[src/rtl/snx_mem_arbiter.sv]
// Boot sequencer plus round-robin two-port arbiter in front of the SNX ROM/RAM pair.
// Copies BOOT_WORDS ROM words into RAM after reset, then time-shares the RAM between A and B.
module snx_mem_arbiter #(
   parameter int unsigned BOOT_WORDS = 1024,
   parameter int unsigned RAM_WORDS  = 1024
) (
   input  logic        m_clock,
   input  logic        p_reset,
   input  logic        a_req,
   input  logic        a_we,
   input  logic [15:0] a_addr,
   input  logic [15:0] a_wdata,
   output logic        a_ack,
   output logic        a_rvalid,
   output logic [15:0] a_rdata,
   input  logic        b_req,
   input  logic        b_we,
   input  logic [15:0] b_addr,
   input  logic [15:0] b_wdata,
   output logic        b_ack,
   output logic        b_rvalid,
   output logic [15:0] b_rdata,
   output logic        rom_read,
   output logic [15:0] rom_addr,
   input  logic [15:0] rom_out,
   output logic        ram_write,
   output logic        ram_read,
   output logic [15:0] ram_addr,
   output logic [15:0] ram_in,
   input  logic [15:0] ram_out,
   output logic        boot_done
);

   typedef enum logic {StBoot, StRun} state_e;

   localparam state_e      ResetState = (BOOT_WORDS == 0) ? StRun : StBoot;
   localparam logic        ResetDone  = (BOOT_WORDS == 0);
   localparam logic [31:0] LastIdx    = 32'(BOOT_WORDS - 1);

   state_e      state_q;
   logic [15:0] cnt_q;
   logic        last_b_q;
   logic        boot_done_q;
   logic        a_rvalid_q, b_rvalid_q;
   logic [15:0] a_rdata_q, b_rdata_q;
   logic [15:0] ram_addr_q;

   logic        booting, running, grant_a, grant_b, granted;
   logic        sel_we, sel_in_range;
   logic [15:0] sel_addr, sel_wdata;

   always_comb begin
      booting      = !p_reset && (state_q == StBoot);
      running      = !p_reset && (state_q == StRun);
      // On contention the requester that was not granted last wins.
      grant_a      = running && a_req && (!b_req || last_b_q);
      grant_b      = running && b_req && !grant_a;
      granted      = grant_a || grant_b;
      sel_we       = grant_a ? a_we    : b_we;
      sel_addr     = grant_a ? a_addr  : b_addr;
      sel_wdata    = grant_a ? a_wdata : b_wdata;
      sel_in_range = {16'd0, sel_addr} < RAM_WORDS;
   end

   always_comb begin
      a_ack     = grant_a;
      b_ack     = grant_b;
      rom_read  = booting;
      rom_addr  = booting ? cnt_q : 16'd0;
      ram_write = booting || (granted && sel_we && sel_in_range);
      ram_read  = granted && !sel_we && sel_in_range;
      ram_in    = 16'd0;
      if (booting) begin
         ram_in = rom_out;
      end else if (granted && sel_we) begin
         ram_in = sel_wdata;
      end
      ram_addr = ram_addr_q;
      if (p_reset) begin
         ram_addr = 16'd0;
      end else if (booting) begin
         ram_addr = cnt_q;
      end else if (granted) begin
         ram_addr = sel_addr;
      end
      a_rvalid  = a_rvalid_q;
      b_rvalid  = b_rvalid_q;
      a_rdata   = a_rdata_q;
      b_rdata   = b_rdata_q;
      boot_done = boot_done_q;
   end

   always_ff @(posedge m_clock) begin
      if (p_reset) begin
         state_q     <= ResetState;
         cnt_q       <= 16'd0;
         last_b_q    <= 1'b1;
         boot_done_q <= ResetDone;
         a_rvalid_q  <= 1'b0;
         b_rvalid_q  <= 1'b0;
         a_rdata_q   <= 16'd0;
         b_rdata_q   <= 16'd0;
         ram_addr_q  <= 16'd0;
      end else begin
         a_rvalid_q <= grant_a && !a_we;
         b_rvalid_q <= grant_b && !b_we;
         unique case (state_q)
            StBoot: begin
               ram_addr_q <= cnt_q;
               cnt_q      <= cnt_q + 16'd1;
               if ({16'd0, cnt_q} == LastIdx) begin
                  state_q     <= StRun;
                  boot_done_q <= 1'b1;
               end
            end
            StRun: begin
               if (granted) begin
                  last_b_q   <= grant_b;
                  ram_addr_q <= sel_addr;
               end
               // Out-of-range reads still complete, returning zero.
               if (grant_a && !a_we) a_rdata_q <= sel_in_range ? ram_out : 16'd0;
               if (grant_b && !b_we) b_rdata_q <= sel_in_range ? ram_out : 16'd0;
            end
            default: state_q <= StBoot;
         endcase
      end
   end

endmodule

[config.mk]
export PLATFORM = sky130hd
export DESIGN_NAME = snx_mem_arbiter
export DESIGN_NICKNAME = d
export VERILOG_FILES = /design/src/rtl/snx_mem_arbiter.sv
export SDC_FILE = /design/constraint.sdc
export NUM_CORES = 1
export LEC_CHECK = 0
export CORE_ASPECT_RATIO = 0.5
export CORE_UTILIZATION = 35
export DETAILED_ROUTE_END_ITERATION = 8
export GPL_TIMING_DRIVEN = 0
export HOLD_SLACK_MARGIN = 0.06
export PLACE_DENSITY_LB_ADDON = 0.05
export SKIP_LAST_GASP = 1
export SLEW_MARGIN = 0
export SYNTH_ARGS = -nofsm -noshare
export SYNTH_HDL_FRONTEND = slang
export SYNTH_SLANG_ARGS = --single-unit
[constraint.sdc]
create_clock -name m_clock -period 2.9 [get_ports m_clock]
set_input_delay 0.58 -clock m_clock [delete_from_list [all_inputs] [get_ports m_clock]]
set_output_delay 0.58 -clock m_clock [all_outputs]
set_load 0.05 [all_outputs]
==> results of run 1 <==
-- logic make-up after synthesis --
group                    Yosys count  synth area share, %
AO/OA/AOI/OAI                    114                 24.8
XOR/XNOR                          12                 3.08
adder cells (fa/ha/maj)            1                0.367
buffers and inverters             35                 4.41
flip-flops                        69                 40.5
multiplexers                      20                 6.06
AND/OR/NAND/NOR                  136                 20.8
-- power by group through the flow --
stage | registers [W] | logic [W] | clock network (W)
after floorplan | 0.000979 | 0.000137 | 0
after global placement | 0.000981 | 0.000338 | 0
after detailed placement | 0.000981 | 0.000339 | 0
after CTS | 0.000960 | 0.000325 | 0.00115
after global routing | 0.000961 | 0.000345 | 0.00120
final | 0.000960 | 0.000325 | 0.00112
-- repair_timing --
| item | 4_1_cts | 5_1_grt |
|---|---|---|
| buffers inserted | 1 | 2 |
| hold endpoints to repair | 0 | 0 |
| hold buffers | 0 | 0 |
| setup endpoints to repair | 45 | 33 |
| pin swaps | 6 | 2 |
| gates resized for setup | 174 | 30 |
-- flip-flops by register name, summed over array words and instances (netlist names) --
register	cells
b_rdata	16
a_rdata	16
a_rvalid	1
state_q	1
b_rvalid	1
last_b_q	1
ram_addr_q	16
cnt_q	16
boot_done	1
-- through the flow --
stage / power (W) / hold WS (ps) / setup TNS (ps) / utilization (%)
floorplan: 0.00112 / 480 / -1090 / -
global placement: 0.00132 / 438 / -34190 / 57.9
detailed placement: 0.00132 / 446 / -33740 / 57.9
CTS: 0.00244 / 452 / 0 / 60.4
global route: 0.00251 / 479 / -279 / 60.7
finish: 0.00241 / 450 / 0 / 60.7
-- layout by cell type, fill, tap and decap left out, types with 4 or more instances in the layout --
cell type / count
sky130_fd_sc_hd__a21oi_1: 20
sky130_fd_sc_hd__a22o_1: 10
sky130_fd_sc_hd__nand2_1: 38
sky130_fd_sc_hd__dlygate4sd2_1: 21
sky130_fd_sc_hd__a32o_1: 16
sky130_fd_sc_hd__dfxtp_1: 69
sky130_fd_sc_hd__xnor2_1: 8
sky130_fd_sc_hd__clkbuf_4: 4
sky130_fd_sc_hd__o21bai_1: 12
sky130_fd_sc_hd__and3_1: 7
sky130_fd_sc_hd__nand3_1: 20
sky130_fd_sc_hd__buf_4: 6
sky130_fd_sc_hd__o21ai_0: 16
sky130_fd_sc_hd__a211oi_1: 6
sky130_fd_sc_hd__nor3_1: 7
sky130_fd_sc_hd__nand2b_1: 4
sky130_fd_sc_hd__mux2i_1: 18
sky130_fd_sc_hd__o21ai_1: 8
sky130_fd_sc_hd__nand4_1: 4
sky130_fd_sc_hd__buf_2: 22
sky130_fd_sc_hd__clkbuf_16: 9
sky130_fd_sc_hd__and2_1: 15
sky130_fd_sc_hd__dlymetal6s2s_1: 5
sky130_fd_sc_hd__clkdlybuf4s15_2: 7
sky130_fd_sc_hd__clkbuf_1: 9
sky130_fd_sc_hd__nor2_1: 19
sky130_fd_sc_hd__nor4_1: 4
sky130_fd_sc_hd__clkdlybuf4s50_1: 128
sky130_fd_sc_hd__clkbuf_2: 12
sky130_fd_sc_hd__xor2_1: 4
sky130_fd_sc_hd__inv_1: 5
sky130_fd_sc_hd__a221o_1: 20
-- cell type report --
class	count	area share, %
sequential	69	24.1
timing repair buffer	191	31.0
tap	135	2.95
clock buffer	10	4.17
inverter	6	0.393
buffer	29	2.79
multi-input combinational	283	33.3
clock inverter	6	1.24
-- worst max path at each step --
stage          slack (ps)  startpoint           end
6_report               50       a_req  ram_addr[12]
4_1_cts                 7     p_reset  rom_addr[12]
3_3_place_gp        -1230       a_req     ram_write
2_1_floorplan        -250     p_reset     ram_in[8]
3_5_place_dp        -1240       a_req     ram_in[8]
5_1_grt               -70       b_req     ram_in[2]
-- critical path: stages --
cell and delay [ps]:
sky130_fd_sc_hd__dlygate4sd2_1 300, sky130_fd_sc_hd__nor2_2 380, sky130_fd_sc_hd__clkbuf_2 330, sky130_fd_sc_hd__a211oi_1 110, sky130_fd_sc_hd__o21bai_1 150, sky130_fd_sc_hd__clkdlybuf4s15_2 400
-- metal layers --
metal,share of wire [%],global-route usage [%],up-vias
met3,9.5,8.36,14
met2,42,36.3,137
li1,-,-,1843
met4,1.3,7.29,0
met1,47,30.7,1738
met5,0,0,-
==> impl_results.rst, run 1 <==
.. list-table::
   :header-rows: 1

   * - Metric
     - Value
   * - Outcome
     - finished clean
   * - Min cycle time layout
     - 2850 ps
   * - Overflow after GRT
     - 0
   * - Net count after synthesis
     - 490
   * - Total instance count after detailed placement
     - 710
   * - Maximum resistive drop on vdd
     - 0.353 mV
   * - Total number of nets in the final design
     - 692
   * - Global-route wire length before repair
     - 18,100 µm
   * - Flip-flop and latch area
     - 1380 µm²
   * - Number of vias in the routed layout
     - 3,732
   * - Share of power burned in the clock network
     - 46.6%
   * - Number of placement rows
     - 25
   * - Hold wc startpoint
     - a_rdata[10]
   * - CTS buffer count
     - 9
   * - ANT cells
     - 0
   * - Dominant register cell in the synthesized netlist
     - sky130_fd_sc_hd__dfxtp_1
   * - Antenna Violating Nets Remaining
     - 0
   * - Type of the worst min-delay path
     - reg -> reg
   * - Vertical die dimension
     - 71.8 µm
   * - Setup Crit Path Kind
     - in -> out
   * - Number of port buffers
     - 188
   * - Hold Vio Cnt, Final
     - 0
   * - Floorplan core area
     - 9450 µm²
   * - Total iterations of the first detailed-routing run
     - 4
   * - Mean routed wirelength per cell
     - 16.4 µm
   * - EDFF count, synth
     - 0
   * - Dominant cells by area after synthesis
     - sky130_fd_sc_hd__dfxtp_1 (41%), sky130_fd_sc_hd__a221o_1 (5.9%), sky130_fd_sc_hd__mux2i_1 (5.3%), sky130_fd_sc_hd__a32o_1 (4.7%), sky130_fd_sc_hd__nand2_1 (4.2%)
   * - Final non-filler cell area
     - 5730 µm²
   * - Flip-flop and latch count after synthesis
     - 69
   * - Library cell with the largest summed area after synthesis
     - sky130_fd_sc_hd__dfxtp_1
   * - GPL Wtd Cong
     - 0.911
   * - Setup WS post-layout
     - 49.4 ps
   * - Actual slew at the worst max-slew pin
     - 606 ps
   * - Detailed Place HPWL
     - 9130 µm
   * - Vias in the first global route
     - 3,442
   * - Count of filler cells inserted in the layout
     - 908
   * - Cell area after placement
     - 5470 µm²
   * - Kind of capture point of the worst setup path
     - output pin
   * - Unrepaired setup endpoints after global routing
     - yes
   * - Die Area
     - 10,200 µm²
   * - Worst-skew pair later-pin latency
     - 330 ps
   * - Post-placement worst setup slack
     - -1240 ps
   * - Max Fclk
     - 351 MHz
   * - Proportion of total power due to net switching
     - 24.7%
   * - Largest driver fanout on the critical path
     - 10
   * - Total power divided by cell area
     - 420 nW/µm²
   * - Proportion of layout cells with a drive suffix above 1
     - 14.0%
   * - Leakage
     - 2.39 nW
   * - First-iteration detailed-routing DRC count
     - 161
   * - Synth-to-Final Area Change
     - 68.3%
   * - Global routing usage summed across all routing layers
     - 23.5%
   * - H-tree levels
     - 3
   * - Clock edge transition at the registers on the reported setup and hold paths
     - 50 ps
   * - Clock Skews
     - 8.39 ps
   * - Largest net degree at the start of global routing
     - 14
   * - Boundary pin count
     - 190
   * - Count of unique library cells instantiated by Yosys
     - 45
   * - Initial antenna violation count
     - 0
   * - Register-to-Register Path Depth
     - 5
   * - Die X
     - 142 µm
   * - Internal power
     - 0.00181 W
   * - Min-Delay Endpoint
     - a_rdata[10]
   * - Max-slew headroom
     - 59.4%
   * - Clock tree root buffer cell
     - sky130_fd_sc_hd__clkbuf_16
   * - Sink Count
     - 69
   * - Synthesized instance count
     - 387
   * - CTS tree
     - done
   * - Synthesized area per cell
     - 8.80 µm²
   * - Hold Path Depth
     - 2
   * - Initial core utilization
     - 36.1%
   * - Most frequently used cell type in the post-synthesis netlist
     - sky130_fd_sc_hd__dfxtp_1
   * - Type of element launching the critical path
     - input pin
   * - DR DRC count
     - 0
   * - RR Startpoint
     - last_b_q
   * - Post-detailed-route via-to-cell ratio
     - 5.12
   * - Clock buffer depth
     - 2
   * - Final-report setup violation count
     - 0
   * - Number of pins with negative max-slew slack in the final report
     - 0
   * - Endpoint arrival time on the critical path
     - 2270 ps
   * - Cell area after technology mapping
     - 3410 µm²
   * - Part of the power in registers
     - 39.9%
   * - Sequential share of the synthesized area
     - 40.5%
   * - Synthesis warning total
     - 0
   * - Net switching power figure
     - 0.000595 W
   * - Fraction of power consumed by combinational cells
     - 13.5%
   * - Final routed wirelength across all metal layers
     - 12,000 µm
   * - Proportion of netlist area held by the largest area contributor
     - 40.5%
   * - Reg2reg setup slack
     - 950 ps
   * - Async set or reset register ratio after synthesis
     - 0%
   * - Share of the cycle needed by the critical path after routing
     - 98.3%
   * - Commonest cells in the netlist
     - sky130_fd_sc_hd__dfxtp_1 (69), sky130_fd_sc_hd__nand2_1 (38), sky130_fd_sc_hd__o21ai_0 (24)
   * - Required arrival time at the worst endpoint
     - 2320 ps
   * - Multi-input logic area
     - 1910 µm²
   * - Max-cap violations
     - 0
   * - Final cell count without fillers
     - 729
   * - Terminus of the critical flop-to-flop path
     - b_rdata[14]
Power figures use the tool's default switching activity.
==> inputs of run 2 (changes only) <==
--- a/config.mk
+++ b/config.mk
@@ -6,7 +6,7 @@
 export NUM_CORES = 1
 export LEC_CHECK = 0
 export CORE_ASPECT_RATIO = 0.5
-export CORE_UTILIZATION = 35
+export CORE_UTILIZATION = 40
 export DETAILED_ROUTE_END_ITERATION = 8
 export GPL_TIMING_DRIVEN = 0
 export HOLD_SLACK_MARGIN = 0.06
==> impl_results.rst, run 2 (same netlist as run 1, synthesis figures left out) <==
.. list-table::
   :header-rows: 1

   * - Metric
     - Value
   * - Outcome
     - finished clean
   * - Boundary pin count
     - 190
   * - CTS tree
     - done
   * - Final routed wirelength across all metal layers
     - 12,200 µm
   * - Global Route met3 Usage
     - 8.63%
   * - Cell family contributing the most delay on the critical path
     - buffers and inverters
   * - GPL Wtd Cong
     - 0.870
   * - Synth-to-Final Area Change
     - 70.8%
   * - Total power divided by cell area
     - 427 nW/µm²
   * - Vertical die dimension
     - 67.3 µm
   * - Vias in the first global route
     - 3,481
   * - M2 GR Usage
     - 46.8%
   * - Initial core utilization
     - 42.0%
   * - Die X
     - 133 µm
   * - Post-detailed-route via-to-cell ratio
     - 5.35
   * - Most common cell after layout, fill and taps aside
     - sky130_fd_sc_hd__clkdlybuf4s50_1
   * - Max-cap violations
     - 0
   * - Met1 layer usage reported by global route
     - 32.9%
   * - CTS buffer count
     - 9
   * - Actual slew at the worst max-slew pin
     - 644 ps
   * - Setup Crit Path Kind
     - in -> out
   * - Number of placement rows
     - 23
   * - Highest cell delay on the worst timing path
     - 380 ps
   * - Endpoint arrival time on the critical path
     - 2290 ps
   * - Clock tree root buffer cell
     - sky130_fd_sc_hd__clkbuf_16
   * - Type of element launching the critical path
     - input pin
   * - RR Startpoint
     - last_b_q
   * - Startpoint of the most critical setup path
     - a_req
   * - Antenna Violating Nets Remaining
     - 0
   * - Total instance count after detailed placement
     - 687
   * - Floorplan core area
     - 8120 µm²
   * - Slowest-stage cell, CP
     - sky130_fd_sc_hd__or2_2
   * - Final worst hold slack
     - 449 ps
   * - Crit path buffers/inverters
     - 3
   * - Number of pins with negative max-slew slack in the final report
     - 0
   * - Critical path cell sequence
     - clkdlybuf4s15_1 > clkbuf_2 > or2_2 > o21ai_0 > o21bai_1 > buf_2
   * - Most used cells in the layout excluding fill and tap cells
     - sky130_fd_sc_hd__clkdlybuf4s50_1 (127), sky130_fd_sc_hd__dfxtp_1 (68), sky130_fd_sc_hd__nand2_1 (38)
   * - Number of vias in the routed layout
     - 3,788
   * - Max Fclk
     - 348 MHz
   * - Sink Count
     - 69
   * - Layer with the highest usage
     - met2
   * - First-iteration detailed-routing DRC count
     - 199
   * - Total iterations of the first detailed-routing run
     - 4
   * - Worst-skew pair later-pin latency
     - 330 ps
   * - Global-route wire length before repair
     - 18,500 µm
   * - Hold wc startpoint
     - a_rdata[13]
   * - Proportion of layout cells with a drive suffix above 1
     - 15.4%
   * - DR DRC count
     - 0
   * - Number of buffers inserted for hold repair after clock tree synthesis
     - 0
   * - Global routing usage summed across all routing layers
     - 27.0%
   * - Reg2reg setup slack
     - 900 ps
   * - Detailed Place HPWL
     - 8910 µm
   * - Setup WS post-layout
     - 27.9 ps
   * - Clock Skews
     - 6.32 ps
   * - Type of the worst min-delay path
     - reg -> reg
   * - Overflow after GRT
     - 0
   * - Post-placement worst setup slack
     - -1190 ps
   * - Clock buffer depth
     - 2
   * - Clock edge transition at the registers on the reported setup and hold paths
     - 60 ps
   * - Number of port buffers
     - 188
   * - Final-report setup violation count
     - 0
   * - Final core occ
     - 71.7%
   * - H-tree levels
     - 3
   * - Total number of nets in the final design
     - 694
   * - Max-slew headroom
     - 56.9%
   * - ANT cells
     - 0
   * - Leakage
     - 2.49 nW
   * - Final cell count without fillers
     - 708
   * - Kind of capture point of the worst setup path
     - output pin
   * - Largest driver fanout on the critical path
     - 10
   * - Min cycle time layout
     - 2870 ps
   * - Largest net degree at the start of global routing
     - 14
   * - Maximum resistive drop on vdd
     - 0.339 mV
   * - Initial antenna violation count
     - 0
   * - Mean routed wirelength per cell
     - 17.2 µm
   * - Share of the cycle needed by the critical path after routing
     - 99.0%
   * - Count of filler cells inserted in the layout
     - 661
   * - Die Area
     - 8910 µm²
   * - Unrepaired setup endpoints after global routing
     - yes
   * - Hold Vio Cnt, Final
     - 0
   * - Required arrival time at the worst endpoint
     - 2320 ps
-- run 2: cell count changes in the layout (fill, tap and decap cells not counted), moves of 2 or more --
cell | before | now
sky130_fd_sc_hd__a211oi_2 | 0 | 3
sky130_fd_sc_hd__dlygate4sd2_1 | 21 | 16
sky130_fd_sc_hd__buf_2 | 22 | 24
sky130_fd_sc_hd__clkbuf_2 | 12 | 6
sky130_fd_sc_hd__clkdlybuf4s15_2 | 7 | 12
sky130_fd_sc_hd__dlymetal6s2s_1 | 5 | 10
sky130_fd_sc_hd__o21ai_0 | 16 | 14
sky130_fd_sc_hd__o21ai_1 | 8 | 10
sky130_fd_sc_hd__a211oi_1 | 6 | 3
-- run 2: worst reg2reg max path, cell delays in order, from the launching register on --
cell,delay (ps)
sky130_fd_sc_hd__dfxtp_1,330
sky130_fd_sc_hd__a21boi_2,210
sky130_fd_sc_hd__nor3b_2,590
sky130_fd_sc_hd__nor2_1,280
sky130_fd_sc_hd__buf_2,270
sky130_fd_sc_hd__a32o_1,220
-- run 2: layout make-up --
class	count	area, µm²	share of cell area, %
flip-flops and latches	69	1380	23.8
well taps	112	140	2.41
clock inverters	7	97.6	1.68
plain buffers	29	156	2.69
clock buffers	9	225	3.87
repair buffers	193	1850	31.8
multi-input cells	283	1940	33.4
inverters	6	22.5	0.387
-- run 2: final timing paths --
path              depth (start not counted)      endpoint
hold / removal                            2   a_rdata[13]
hold reg to reg                           2   a_rdata[13]
setup reg to reg                          5   b_rdata[12]
setup / recovery                          6  ram_addr[14]
-- run 2: repair_timing --
item	4_1_cts	5_1_grt
setup endpoints to repair	41	34
pin swaps	6	1
gates resized for setup	193	23
hold endpoints to repair	0	0
setup buffers	4	1
-- run 2: routing by layer --
layer	up-vias	wire, µm
met5	-	0
li1	1856	-
met2	126	5540
met3	10	883
met1	1796	5620
met4	0	109
-- run 2: power breakdown --
part           internal, W  total, W  switching, W
Combinational     0.000169  0.000337      0.000168
Sequential        0.000954  0.000959    0.00000524
Clock             0.000755   0.00119      0.000432
-- run 2: through the flow --
step	area (µm²)	TNS, ps	total power (W)
6_report	5820	0	0.00248
5_1_grt	5820	-337	0.00256
4_1_cts	5750	0	0.00249
3_5_place_dp	5440	-35100	0.00132
3_3_place_gp	5440	-33700	0.00132
2_1_floorplan	3420	-1090	0.00112
==> inputs of run 3 (changes only) <==
--- a/config.mk
+++ b/config.mk
@@ -6,10 +6,11 @@
 export NUM_CORES = 1
 export LEC_CHECK = 0
 export CORE_ASPECT_RATIO = 0.5
-export CORE_UTILIZATION = 40
+export CORE_UTILIZATION = 42
 export DETAILED_ROUTE_END_ITERATION = 8
 export GPL_TIMING_DRIVEN = 0
 export HOLD_SLACK_MARGIN = 0.06
+export MAX_ROUTING_LAYER = met4
 export PLACE_DENSITY_LB_ADDON = 0.05
 export SKIP_LAST_GASP = 1
 export SLEW_MARGIN = 0
==> impl_results.rst, run 3 (same netlist as run 1, synthesis figures left out) <==
.. list-table::
   :header-rows: 1

   * - Metric
     - Value
   * - Outcome
     - finished clean
   * - Crit path buffers/inverters
     - 2
   * - Number of vias in the routed layout
     - 3,828
   * - Global-route wire length before repair
     - 18,700 µm
   * - Largest driver fanout on the critical path
     - 2
   * - Clock edge transition at the registers on the reported setup and hold paths
     - 60 ps
   * - Register-to-Register Path Depth
     - 5
   * - Total number of nets in the final design
     - 695
   * - Die Area
     - 8500 µm²
   * - Required arrival time at the worst endpoint
     - 2320 ps
   * - Type of element launching the critical path
     - input pin
   * - Internal power
     - 0.00171 W
   * - Kind of capture point of the worst setup path
     - output pin
   * - Multi-input logic area
     - 1980 µm²
   * - Max-slew headroom
     - 58.5%
   * - Part of the power in registers
     - 41.4%
   * - Max-cap violations
     - 0
   * - RR Startpoint
     - state_q
   * - Clock tree root buffer cell
     - sky130_fd_sc_hd__clkbuf_16
   * - Global routing usage summed across all routing layers
     - 29.9%
   * - Cell area after placement
     - 5430 µm²
   * - Final cell count without fillers
     - 705
   * - Proportion of total power due to net switching
     - 26.2%
   * - Hold Vio Cnt, Final
     - 0
   * - Setup WS post-layout
     - 58.8 ps
   * - First-iteration detailed-routing DRC count
     - 259
   * - Most used cells in the layout excluding fill and tap cells
     - sky130_fd_sc_hd__clkdlybuf4s50_1 (128), sky130_fd_sc_hd__dfxtp_1 (69), sky130_fd_sc_hd__nand2_1 (38)
   * - Antenna Violating Nets Remaining
     - 0
   * - Clock buffer depth
     - 2
   * - Proportion of layout cells with a drive suffix above 1
     - 16.4%
   * - Total power divided by cell area
     - 401 nW/µm²
   * - Net switching power figure
     - 0.000607 W
   * - Maximum resistive drop on vdd
     - 0.350 mV
   * - Overflow after GRT
     - 0
   * - Most common cell after layout, fill and taps aside
     - sky130_fd_sc_hd__clkdlybuf4s50_1
   * - Terminus of the critical flop-to-flop path
     - b_rdata[12]
   * - Vias in the first global route
     - 3,567
   * - Unrepaired setup endpoints after global routing
     - no
   * - Mean routed wirelength per cell
     - 17.0 µm
   * - Flip-flop and latch area
     - 1380 µm²
   * - DR DRC count
     - 0
   * - Min-Delay Endpoint
     - a_rdata[14]
   * - Initial core utilization
     - 44.8%
   * - Detailed Place HPWL
     - 8970 µm
   * - Min cycle time layout
     - 2840 ps
   * - Share of power burned in the clock network
     - 43.9%
   * - Worst-skew pair later-pin latency
     - 330 ps
   * - Number of pins with negative max-slew slack in the final report
     - 0
   * - Final non-filler cell area
     - 5780 µm²
   * - CTS buffer count
     - 9
   * - Type of the worst min-delay path
     - reg -> reg
   * - Total instance count after detailed placement
     - 683
   * - GPL Wtd Cong
     - 0.859
   * - Die X
     - 129 µm
   * - Post-detailed-route via-to-cell ratio
     - 5.43
   * - Actual slew at the worst max-slew pin
     - 619 ps
   * - Share of the cycle needed by the critical path after routing
     - 98.0%
   * - Count of filler cells inserted in the layout
     - 573
   * - Final-report setup violation count
     - 0
   * - Max Fclk
     - 352 MHz
   * - Reg2reg setup slack
     - 940 ps
   * - Total iterations of the first detailed-routing run
     - 4
   * - Synth-to-Final Area Change
     - 69.6%
   * - ANT cells
     - 0
   * - Number of placement rows
     - 22
   * - Slowest-stage cell, CP
     - sky130_fd_sc_hd__clkdlybuf4s50_1
   * - Post-placement worst setup slack
     - -1180 ps
   * - Vertical die dimension
     - 65.7 µm
   * - Floorplan core area
     - 7600 µm²
   * - Levels on crit path
     - 6
   * - Hold wc startpoint
     - a_rdata[14]
   * - Final routed wirelength across all metal layers
     - 12,000 µm
   * - Endpoint arrival time on the critical path
     - 2260 ps
   * - Setup total negative slack
     - 0 ps
   * - Number of port buffers
     - 188
   * - Startpoint of the most critical setup path
     - a_addr[11]
   * - Clock Skews
     - 5.54 ps
   * - Fraction of power consumed by combinational cells
     - 14.7%
   * - CTS tree
     - done
   * - Critical path cell sequence
     - clkdlybuf4s50_1 > or4_4 > nor3_4 > mux2i_2 > nor4b_2 > buf_4
   * - Leakage
     - 2.48 nW
   * - Highest cell delay on the worst timing path
     - 440 ps
   * - Cell family contributing the most delay on the critical path
     - simple AND/OR/NAND/NOR gates
   * - Boundary pin count
     - 190
   * - Initial antenna violation count
     - 0
   * - H-tree levels
     - 3
   * - Sink Count
     - 69
   * - Setup Crit Path Kind
     - in -> out
   * - Largest net degree at the start of global routing
     - 14
   * - Hold Path Depth
     - 2
-- run 3: changes by cell type in the layout (fill, tap and decap cells not counted), sizes merged, moves of 2 or more --
cell and change:
clkbuf +6, clkdlybuf4s15 -4, dlygate4sd2 -4, bufinv -2, clkdlybuf4s18 +2
-- run 3: final cells by class --
class	instances	area share (%)
sequential	69	23.9
inverter	6	0.390
buffer	29	2.73
timing repair buffer	193	31.6
tap	108	2.34
clock buffer	10	3.96
clock inverter	6	0.823
multi-input combinational	284	34.2
-- run 3: power groups by stage --
stage	Sequential (W)	Combinational [W]	Clock, W
5_1_grt	0.000960	0.000363	0.00108
4_1_cts	0.000960	0.000332	0.00103
3_5_place_dp	0.000981	0.000338	0
3_3_place_gp	0.000981	0.000335	0
6_report	0.000960	0.000341	0.00102
2_1_floorplan	0.000979	0.000137	0
-- run 3: what timing repair did --
| item | 4_1_cts | 5_1_grt |
|---|---|---|
| setup buffers | 3 | 1 |
| pin swaps | 6 | 3 |
| endpoints found under the setup margin | 40 | 44 |
| resized for setup | 190 | 44 |
| hold buffers | 0 | 0 |
| gates cloned | 2 | 0 |
-- run 3: worst min-delay path, cell delays in order, from the launching register on --
cell and delay (ps):
sky130_fd_sc_hd__dfxtp_1 310, sky130_fd_sc_hd__nand2_1 50, sky130_fd_sc_hd__a21oi_1 50
-- run 3: worst max-delay path by stage --
stage / slack (ps) / end
6_report: 60 / ram_read
5_1_grt: 10 / ram_addr[8]
4_1_cts: -30 / ram_addr[11]
3_5_place_dp: -1180 / ram_write
3_3_place_gp: -1200 / ram_write
2_1_floorplan: -250 / ram_in[8]
-- run 3: stage by stage --
| step | total power, W | util, % | hold WS (ps) |
|---|---|---|---|
| floorplan | 0.00112 | - | 480 |
| global placement | 0.00132 | 71.5 | 437 |
| detailed placement | 0.00132 | 71.5 | 447 |
| CTS | 0.00232 | 75.1 | 452 |
| global route | 0.00240 | 76.0 | 473 |
| finish | 0.00232 | 76.0 | 448 |
-- run 3: layer usage --
layer	share of wire (%)	vias to the layer above	global-route usage (%)
met4	1.5	0	7.21
met2	44	150	46.8
li1	-	1850	-
met5	0	-	-
met3	9.0	18	10.5
met1	46	1810	36.9
